`src/rtl/exc_pkg.sv`:
```
// Shared types and constants for the exception/interrupt controller.
package exc_pkg;
  typedef enum logic [1:0] {S_RUN, S_HANDLER, S_LOCKUP} exc_state_t;

  localparam logic [1:0]  PCSEL_SEQ    = 2'b00;
  localparam logic [1:0]  PCSEL_VEC    = 2'b01;
  localparam logic [1:0]  PCSEL_ELR    = 2'b10;

  localparam logic [63:0] ESR_BAD_OPC  = 64'h1;
  localparam logic [63:0] ESR_IRQ      = 64'h2;
  localparam logic [63:0] ESR_BAD_ERET = 64'h3;

  // Handler entry point; the core's PC mux selects it when pc_sel == PCSEL_VEC.
  localparam logic [63:0] VECTOR_ADDR  = 64'h00000000000000D8;
endpackage

```
`src/rtl/sync2.sv`:
```
// Two-flop synchronizer bringing an asynchronous level into the clk domain.
module sync2 (
  input  logic clk,
  input  logic rst_n,
  input  logic d,
  output logic q
);
  logic meta_q, meta_d;
  logic sync_q, sync_d;

  always_comb begin
    meta_d = d;
    sync_d = meta_q;
  end

  always_ff @(posedge clk or negedge rst_n) begin
    if (!rst_n) begin
      meta_q <= 1'b0;
      sync_q <= 1'b0;
    end else begin
      meta_q <= meta_d;
      sync_q <= sync_d;
    end
  end

  assign q = sync_q;
endmodule

```
`src/rtl/exc_ctrl.sv`:
```
// Exception/interrupt controller: handler entry, ERET return and lockup sequencing.
// Outputs are combinational from state and inputs; state, irq_pend and sync flops are registered.
module exc_ctrl
  import exc_pkg::*;
(
  input  logic        clk,
  input  logic        reset,
  input  logic        ext_irq,
  input  logic        bad_opcode,
  input  logic        eret,
  input  logic [63:0] pc,
  output logic [63:0] elr_d,
  output logic        elr_en,
  output logic [63:0] esr_d,
  output logic        esr_en,
  output logic [1:0]  pc_sel,
  output logic        exc_flush,
  output logic        irq_ack,
  output logic        in_handler,
  output logic        halt
);
  exc_state_t state_q, state_d;
  logic       irq_pend_q, irq_pend_d;
  logic       hist_q, hist_d;
  logic       irq_sync;
  logic       irq_rise;
  logic       irq_req;
  logic       take;

  sync2 u_sync2 (
    .clk   (clk),
    .rst_n (reset),
    .d     (ext_irq),
    .q     (irq_sync)
  );

  assign irq_rise = irq_sync & ~hist_q;
  assign irq_req  = irq_pend_q | irq_rise;
  assign elr_d    = pc;
  assign esr_en   = elr_en;

  always_comb begin
    state_d    = state_q;
    irq_pend_d = irq_pend_q;
    hist_d     = irq_sync;
    take       = 1'b0;
    elr_en     = 1'b0;
    esr_d      = 64'h0;
    pc_sel     = PCSEL_SEQ;
    exc_flush  = 1'b0;
    irq_ack    = 1'b0;
    in_handler = 1'b0;
    halt       = 1'b0;
    if (reset) begin
      case (state_q)
        S_RUN: begin
          if (bad_opcode) begin
            take  = 1'b1;
            esr_d = ESR_BAD_OPC;
          end else if (eret) begin
            take  = 1'b1;
            esr_d = ESR_BAD_ERET;
          end else if (irq_req) begin
            take    = 1'b1;
            esr_d   = ESR_IRQ;
            irq_ack = 1'b1;
          end
          // A rise that lost to a fault is remembered; a taken irq consumes pending.
          if (irq_ack)       irq_pend_d = 1'b0;
          else if (irq_rise) irq_pend_d = 1'b1;
          if (take) begin
            elr_en    = 1'b1;
            exc_flush = 1'b1;
            pc_sel    = PCSEL_VEC;
            state_d   = S_HANDLER;
          end
        end
        S_HANDLER: begin
          in_handler = 1'b1;
          if (irq_rise) irq_pend_d = 1'b1;
          if (bad_opcode) begin
            exc_flush = 1'b1;
            state_d   = S_LOCKUP;
          end else if (eret) begin
            pc_sel  = PCSEL_ELR;
            state_d = S_RUN;
          end
        end
        S_LOCKUP: begin
          halt      = 1'b1;
          exc_flush = 1'b1;
          if (irq_rise) irq_pend_d = 1'b1;
        end
        default: state_d = S_RUN;
      endcase
    end
  end

  always_ff @(posedge clk or negedge reset) begin
    if (!reset) begin
      state_q    <= S_RUN;
      irq_pend_q <= 1'b0;
      hist_q     <= 1'b0;
    end else begin
      state_q    <= state_d;
      irq_pend_q <= irq_pend_d;
      hist_q     <= hist_d;
    end
  end
endmodule

```
`config.mk`:
```
export PLATFORM = sky130hd
export DESIGN_NAME = exc_ctrl
export DESIGN_NICKNAME = d
export VERILOG_FILES = /design/src/rtl/exc_pkg.sv /design/src/rtl/sync2.sv /design/src/rtl/exc_ctrl.sv
export SDC_FILE = /design/constraint.sdc
export NUM_CORES = 1
export LEC_CHECK = 0
export BUFFER_PORTS_ARGS = -buffer_cell sky130_fd_sc_hd__buf_2
export CORE_AREA = 4 4 77 79
export CTS_CLUSTER_DIAMETER = 30
export DETAILED_ROUTE_END_ITERATION = 10
export DIE_AREA = 0 0 81 83
export GPL_ROUTABILITY_DRIVEN = 0
export GPL_TIMING_DRIVEN = 0
export PLACE_DENSITY = 0.76
export SETUP_SLACK_MARGIN = 0.5
export SLEW_MARGIN = 40
export SYNTH_ARGS = -nofsm -noshare
export SYNTH_HDL_FRONTEND = slang
export SYNTH_SLANG_ARGS = --single-unit
```
`constraint.sdc`:
```
create_clock -name clk -period 3.8 [get_ports clk]
set_input_delay 0.38 -clock clk [delete_from_list [all_inputs] [get_ports clk]]
set_output_delay 0.38 -clock clk [all_outputs]
set_load 0.03 [all_outputs]
```
==> impl_metrics.toml, run 1 <==
[place]
dpl_worst_slack_ps = 2044
hpwl_um = 3249
post_dp_cell_area_sq_um = 2064
portBuffers = 77

[worst_setup_path]
cp-startpoint = "state_q[0]"
cp_top_family = "buffers and inverters"
crit_chain = "inv_1 > ha_1 > nand2_1 > a21oi_1 > buf_4 > buf_2"
cpPeakStageDelay_ps = 410
crit_fanout = 5
worstReg2RegEnd = "state_q[0]"
reg2reg_depth = 5
regToRegSetupSlack_ps = 2290
r2r-start = "state_q[0]"
required_ps = 3420
path_depth = 6
slowest_stage = "dfrtp_1"
endpoint = "esr_en"
cp-end-kind = "output port"
crit_arrival_ps = 1590
critPathLaunchType = "flop"
criticalPathCategory = "flop to output port"
crit_buf_inv = 3

[layout]
nets = 388
fin_area_sq_um = 2106
drive_above_1_share = 0.6709
mostFrequentLayoutCell = "buf_4"
syn_to_final_growth_pct = 54.83
num_antenna_cells = 0
final_cell_mix = "buf_4, buf_2, conb_1"
fin_util = 0.3945
nFillCells = 557

[timing]
skew_ps = 1.290
finalHoldViolations = 0
setup_viol_count_final = 0
finalMaxSlewViolations = 0
fin_crit_ps = 1969
tns_ps = 0
rsz0062_at_grt = "no"
fmax_mhz = 507.8
fin_ws_ps = 1831
period_share = 0.5182

[synthesis]
syn_area_sq_um = 1360
netlist_top_cells_area = "buf_4, dfrtp_1, ha_1"
synth_top_area_share = 0.7065
yosys.cell_types.count = 24
synth_area_per_cell_sq_um = 7.907
synth_warnings = 0
seq_area_frac_synth = 0.1104
synthCells = 172
yosys.area.top_type = "buf_4"
synth-seq-cells = 6

[run]
max-cap-violations = 0

[global_route]
grt_pass1_wl_um = 4671
antenna_found_initial = 0
grt_pass1_vias = 1159
grt.overflow.total = 0
grt_start_max_net_pins = 13
grt_usage = 0.08427

[clock_tree]
cts-root-buf = "clkbuf_8"
numCtsBuffers = 3
cts_max_level = 1
clock_latency_ps = 220
cts_max_path_buffers = 2
cts_resized = 0
cts_setup_buffers = 0
holdBufCountCts = 0
cts_tree = "done"
numClockSinks = 6
path_clk_slew_ps = 40

[floorplan]
die-area_sq_um = 6723
die_x_um = 81
start_util = 0.2548
ios = 205
rows = 27
core_area_sq_um = 5338
die_h_um = 83

[outcome]
status = "completed"

[power_and_ir_drop]
totalPowerFinal_w = 0.0006977
ir_drop_uv = 194.0
p_leak_nw = 1.376
power_density_nw_per_um2 = 331.3

[route]
drc = 0
routed_wirelength_um = 3432
routedWlPerCell_um = 8.914
num_vias = 1276
dr.pass1.iters = 2
routed_via_density = 3.314
ant_nets = 0
drt_iter0_drc = 8

[min_path]
hold_path.class = "input pin to asynchronous set/reset pin"
[final cells by class]
type / count / area [sq um] / area share
Sequential cell: 6 / 150.1 / 0.07130
Inverter: 4 / 15.01 / 0.007130
Timing Repair Buffer: 77 / 385.4 / 0.1830
Buffer: 128 / 960.9 / 0.4563
Tap cell: 72 / 90.09 / 0.04278
Clock buffer: 3 / 41.29 / 0.01961
Multi-Input combinational cell: 95 / 462.9 / 0.2198
[kinds of logic after synthesis]
family | share of synthesized area
buffers and inverters | 0.7176
adders and majority gates | 0.03680
AOI/OAI and AO/OA | 0.04877
other | 0.002757
DFF | 0.1104
and+or+nand+nor | 0.08373
[how the worst min path moves through the flow]
| stage | from | endpoint | cells past startpoint |
|---|---|---|---|
| final | reset | u_sync2.meta_q | 1 |
| after global routing | reset | u_sync2.meta_q | 1 |
| after CTS | reset | u_sync2.meta_q | 1 |
| after detailed placement | reset | u_sync2.meta_q | 1 |
| after global placement | reset | u_sync2.meta_q | 1 |
| after floorplan | reset | hist_q | 0 |
[stage by stage]
step / cells / hold slack [ps]
2_1_floorplan: 233 / 84.41
3_3_place_gp: 382 / 246.0
3_5_place_dp: 382 / 251.0
4_1_cts: 385 / 17.79
5_1_grt: 385 / 33.41
6_report: 385 / 18.31
[synth_stat cells]
cell type and n:
nand2b_1 2, a211oi_1 1, ha_1 4, o41ai_1 1, dfrtp_1 6, and2_1 1
inv_1 4, nor2_2 1, or3b_2 1, a221o_1 1, and2b_1 1, a21oi_1 4
o22ai_1 1, buf_4 128, nor2_1 2, nor2b_1 1, o21bai_1 1, nand2_1 2
and3_1 1, conb_1 1, a31oi_1 1, nor3b_1 3, nor4_1 2, nor3_1 2
[flip-flops by register name, summed over array words and instances, names as in the netlist]
signal	count
irq_pend_q	1
state_q	2
u_sync2.meta_q	1
hist_q	1
u_sync2.q	1
[report_power, final]
part / switching [W] / internal [W] / leakage (nW)
Combinational: 0.000320 / 0.000186 / 1.28
Clock: 0.0000250 / 0.0000678 / 0.0216
Sequential: 0.0000184 / 0.0000800 / 0.0727
Total: 0.000364 / 0.000334 / 1.38
[routing by layer]
layer,vias to the layer above,track usage,share of wire
met5,-,0,0
met4,0,0.02304,0.0055
met3,2,0.02386,0.16
met2,108,0.1875,0.57
met1,529,0.06295,0.27
li1,637,-,-
(Power assumes the default switching activity.)
==> inputs of run 2 (changes only) <==
--- a/config.mk
+++ b/config.mk
@@ -6,13 +6,14 @@
 export NUM_CORES = 1
 export LEC_CHECK = 0
 export BUFFER_PORTS_ARGS = -buffer_cell sky130_fd_sc_hd__buf_2
-export CORE_AREA = 4 4 77 79
+export CORE_ASPECT_RATIO = 0.9
+export CORE_MARGIN = 4
+export CORE_UTILIZATION = 27
 export CTS_CLUSTER_DIAMETER = 30
 export DETAILED_ROUTE_END_ITERATION = 10
-export DIE_AREA = 0 0 81 83
 export GPL_ROUTABILITY_DRIVEN = 0
 export GPL_TIMING_DRIVEN = 0
-export PLACE_DENSITY = 0.76
+export PLACE_DENSITY = 0.81
 export SETUP_SLACK_MARGIN = 0.5
 export SLEW_MARGIN = 40
 export SYNTH_ARGS = -nofsm -noshare
==> constraint.sdc (replaced) <==
create_clock -name clk -period 1.75 [get_ports clk]
set_input_delay 0.175 -clock clk [delete_from_list [all_inputs] [get_ports clk]]
set_output_delay 0.175 -clock clk [all_outputs]
set_load 0.03 [all_outputs]
==> run 2 against run 1 <==
Compared with the run above: clock skew grew 1.8 ps; cell count shrank 0.78%; sequential power grew 130%; combinational power grew to 2.9 times the previous value; critical path depth is the same; clock power grew 130%; clock-buffer cell count is the same; die area shrank 7.2%; utilization grew 8.9 points; critical path type unchanged.
==> impl_metrics.toml, run 2 (synthesis results as in run 1) <==
[worst_setup_path]
cp-end-kind = "output port"
crit_fanout = 5
reg2reg_depth = 5
critPathLaunchType = "flop"
crit_arrival_ps = 1380
required_ps = 1570
criticalPathCategory = "flop to output port"

[route]
routedWlPerCell_um = 9.387
drc = 0
drt_iter0_drc = 37
dr.pass1.iters = 4
num_vias = 1273
ant_nets = 0
routed_wirelength_um = 3586
routed_via_density = 3.332

[clock_tree]
clock_latency_ps = 220
path_clk_slew_ps = 40
cts_max_path_buffers = 2
cts_tree = "done"
numCtsBuffers = 3
numClockSinks = 6
cts-root-buf = "clkbuf_8"
cts_max_level = 1

[floorplan]
die_x_um = 82.81
core_area_sq_um = 4865
die_h_um = 75.33
rows = 24
start_util = 0.2796
die-area_sq_um = 6238
ios = 205

[layout]
nFillCells = 468
largest-register = "state_q"
final_cell_mix = "buf_4, buf_2, conb_1"
stdcell_count = 382
largest_register_ffs = 2
num_antenna_cells = 0
nets = 392
syn_to_final_growth_pct = 72.95
drive_above_1_share = 0.7413
mostFrequentLayoutCell = "buf_4"

[run]
max-cap-violations = 0

[global_route]
grt_pass1_wl_um = 4774
grt_usage = 0.09632
antenna_found_initial = 0
grt_pass1_vias = 1055
grt.overflow.total = 0
grt_start_max_net_pins = 10

[place]
dpl_worst_slack_ps = 290.5
portBuffers = 77
hpwl_um = 3211
post-place-cells = 375

[timing]
fmax_mhz = 642.2
skew_ps = 3.057
finalHoldViolations = 0
tns_ps = 0
setup_viol_count_final = 0
rsz0062_at_grt = "yes"
period_share = 0.8898
holdWs_ps = 63.19
fin_ws_ps = 192.9
fin_crit_ps = 1557
finalMaxSlewViolations = 0

[outcome]
status = "completed"

[power_and_ir_drop]
p_leak_nw = 1.430
power_density_nw_per_um2 = 822.2
totalPowerFinal_w = 0.001934
ir_drop_uv = 317.8

[min_path]
whs_path_depth = 1
hold_path.class = "input pin to flop"
## run 2: cell count changes in the layout (fill, tap and decap cells not counted), sizes merged
cell / previous run / this run
buf: 205 / 208
dlygate4sd3: 0 / 1
## run 2: worst max-delay path, stage by stage, from the launching register on
cell and delay, ps:
dfrtp_2 440, inv_4 90, ha_4 180, nand2_8 80, a21oi_4 130, buf_6 110
buf_6 120
## run 2: metrics by stage
| stage | instance area, sq um | util |
|---|---|---|
| 5_1_grt | 2352 | 0.4835 |
| 2_1_floorplan | 1679 | - |
| 3_5_place_dp | 2146 | 0.4411 |
| 3_3_place_gp | 2146 | 0.4411 |
| 4_1_cts | 2320 | 0.4769 |
| 6_report | 2352 | 0.4835 |
## run 2: area by class of cell
class                           instances  area (sq um)  share of cell area
Buffer                                128         964.7              0.4101
Clock buffer                            3         41.29             0.01755
Inverter                                4         17.52            0.007447
Multi-Input combinational cell         95         616.8              0.2622
Sequential cell                         6         151.4             0.06436
Tap cell                               65         81.33             0.03457
Timing Repair Buffer                   81         479.2              0.2037
## run 2: what timing repair did
item | CTS | global route
gates resized for setup | 23 | 7
pin swaps | 3 | 2
cloned | 0 | 0
setup buffers | 3 | 0
endpoints found under the hold margin | 6 | 0
hold buffers | 1 | 0
setup endpoints to repair | 12 | 13
## run 2: worst paths after layout
kind                                     start             end  slack, ps
worst max-delay path                state_q[0]          esr_en        190
worst min-delay path                   ext_irq  u_sync2.meta_q         60
max in group asynchronous                reset      state_q[0]        970
worst min register to register  u_sync2.meta_q       u_sync2.q        340
min in group asynchronous                reset       u_sync2.q        550
worst max register to register      state_q[1]      state_q[0]        240
## run 2: power breakdown
group / switching (W) / total, W / internal [W] / leakage (nW)
clock: 0.0000608 / 0.000209 / 0.000148 / 0.0216
sequential: 0.0000545 / 0.000230 / 0.000176 / 0.0717
combinational: 0.000845 / 0.00149 / 0.000650 / 1.34
## run 2: metal layers
layer	GRT usage	wire, um	up-vias
li1	-	-	648
met1	0.08274	960	517
met2	0.1744	2003	106
met3	0.05946	588	2
met4	0.05989	34	0
met5	0	0	-
==> inputs of run 3 (changes only) <==
==> constraint.sdc (replaced) <==
create_clock -name clk -period 1.75 [get_ports clk]
set_input_delay 0.0875 -clock clk [delete_from_list [all_inputs] [get_ports clk]]
set_output_delay 0.0875 -clock clk [all_outputs]
set_load 0.03 [all_outputs]
==> run 3 against run 2 <==
Compared with the run above: non-clock buffer count grew 4; first-iteration DRC count decreased by 11%; clock power is essentially flat; clock skew up 2.4 ps; maximum frequency increased by 4.5%; via count rose by 1.4%; sequential cell count did not move; largest cell class unchanged; global-route usage is 1.0 points higher; worst setup slack improved by 67 ps; utilization rose by 0.62 points.
==> impl_metrics.toml, run 3 (synthesis results as in run 1) <==
[timing]
period_share = 0.8516
tns_ps = 0
skew_ps = 5.424
fin_crit_ps = 1490
setup_viol_count_final = 0
finalHoldViolations = 0
fmax_mhz = 671.0
rsz0062_at_grt = "yes"
finalMaxSlewViolations = 0

[clock_tree]
cts_max_level = 1
cts_tree = "done"
cts_max_path_buffers = 2
cts-root-buf = "clkbuf_8"
path_clk_slew_ps = 40
numClockSinks = 6
numCtsBuffers = 3
clock_latency_ps = 220

[worst_setup_path]
critPathLaunchType = "flop"
crit_fanout = 5
r2r-start = "state_q[0]"
cp-startpoint = "state_q[0]"
criticalPathCategory = "flop to flop"
crit_arrival_ps = 1590
cpPeakStageDelay_ps = 420
cp-end-kind = "flop"
required_ps = 1850
slowest_stage = "dfrtp_2"
crit_chain = "inv_4 > buf_6 > ha_4 > and2b_1 > nand2b_1 > a221o_1"

[global_route]
grt_pass1_wl_um = 5451
grt_pass1_vias = 1182
grt_usage = 0.1064
grt.overflow.total = 0
antenna_found_initial = 0
grt_start_max_net_pins = 10

[power_and_ir_drop]
power_density_nw_per_um2 = 836.4
totalPowerFinal_w = 0.001993
p_leak_nw = 1.451
ir_drop_uv = 302.9

[layout]
final_cell_mix = "buf_4, buf_2, conb_1"
mostFrequentLayoutCell = "buf_4"
nets = 396
largest_register_ffs = 2
nFillCells = 451
largest-register = "state_q"
drive_above_1_share = 0.7445
fin_util = 0.4897
num_antenna_cells = 0
syn_to_final_growth_pct = 75.16
stdcell_count = 386

[route]
routed_wirelength_um = 3778
ant_nets = 0
dr.pass1.iters = 4
drt_iter0_drc = 33
drc = 0
routedWlPerCell_um = 9.788
num_vias = 1291
routed_via_density = 3.345

[run]
max-cap-violations = 0

[floorplan]
start_util = 0.2796
die_x_um = 82.81
rows = 24
core_area_sq_um = 4865
ios = 205
die-area_sq_um = 6238
die_h_um = 75.33

[place]
portBuffers = 77
post-place-cells = 375
hpwl_um = 3285

[outcome]
status = "completed"

[min_path]
min_from = "reset"
hold_path.class = "input pin to flop"
[run 3: metal layers]
layer	part of all wire	global-route usage	vias to the layer above
met1	0.30	0.1100	529
met3	0.14	0.05297	2
li1	-	-	653
met4	0.011	0.05082	0
met2	0.55	0.1851	107
met5	0	0	-
[run 3: area by class of cell]
cell class,count,area [sq um],share of cell area
buffer,128,964.7,0.4049
clock buffer,3,41.29,0.01733
inverter,4,20.02,0.008403
multi-input combinational,95,613.1,0.2574
sequential,6,152.6,0.06408
tap,65,81.33,0.03414
timing repair buffer,85,509.2,0.2138
[run 3: critical path: cells and delay by family, from the launching register on]
kind | cells | cell delay (ps)
AOI/OAI and AO/OA | 1 | 300
adders and majority gates | 1 | 170
buffers and inverters | 2 | 180
DFF | 1 | 420
and+or+nand+nor | 2 | 310
[run 3: per-stage QoR]
| step | worst slack [ps] | cell area, sq um | hold slack, ps |
|---|---|---|---|
| 2_1_floorplan | 402.9 | 1689 | -208.1 |
| 3_3_place_gp | 302.5 | 2156 | -31.76 |
| 3_5_place_dp | 307.4 | 2156 | -30.43 |
| 4_1_cts | 294.7 | 2327 | 326.0 |
| 5_1_grt | 207.9 | 2382 | 288.6 |
| 6_report | 259.7 | 2382 | 276.4 |
[run 3: final timing paths]
kind | to | slack [ps] | cells after the start
worst max-delay path | state_q[1] | 260 | 6
worst min register to register | u_sync2.q | 350 | 0
worst min-delay path | irq_pend_q | 280 | 3
worst max register to register | state_q[1] | 260 | 6
max in group asynchronous | state_q[0] | 990 | 2
min in group asynchronous | hist_q | 490 | 2
[run 3: timing repair]
| action | in CTS | in global routing |
|---|---|---|
| hold buffers | 2 | 0 |
| pin swaps | 2 | 4 |
| setup endpoints to repair | 13 | 13 |
| setup buffers | 5 | 1 |
| endpoints found under the hold margin | 7 | 0 |
| resized for setup | 21 | 14 |
[run 3: report_power, final]
part | leakage [nW] | internal, W | switching [W] | total [W]
logic | 1.36 | 0.000694 | 0.000849 | 0.00154
registers | 0.0703 | 0.000178 | 0.0000634 | 0.000242
clock network | 0.0216 | 0.000148 | 0.0000599 | 0.000208
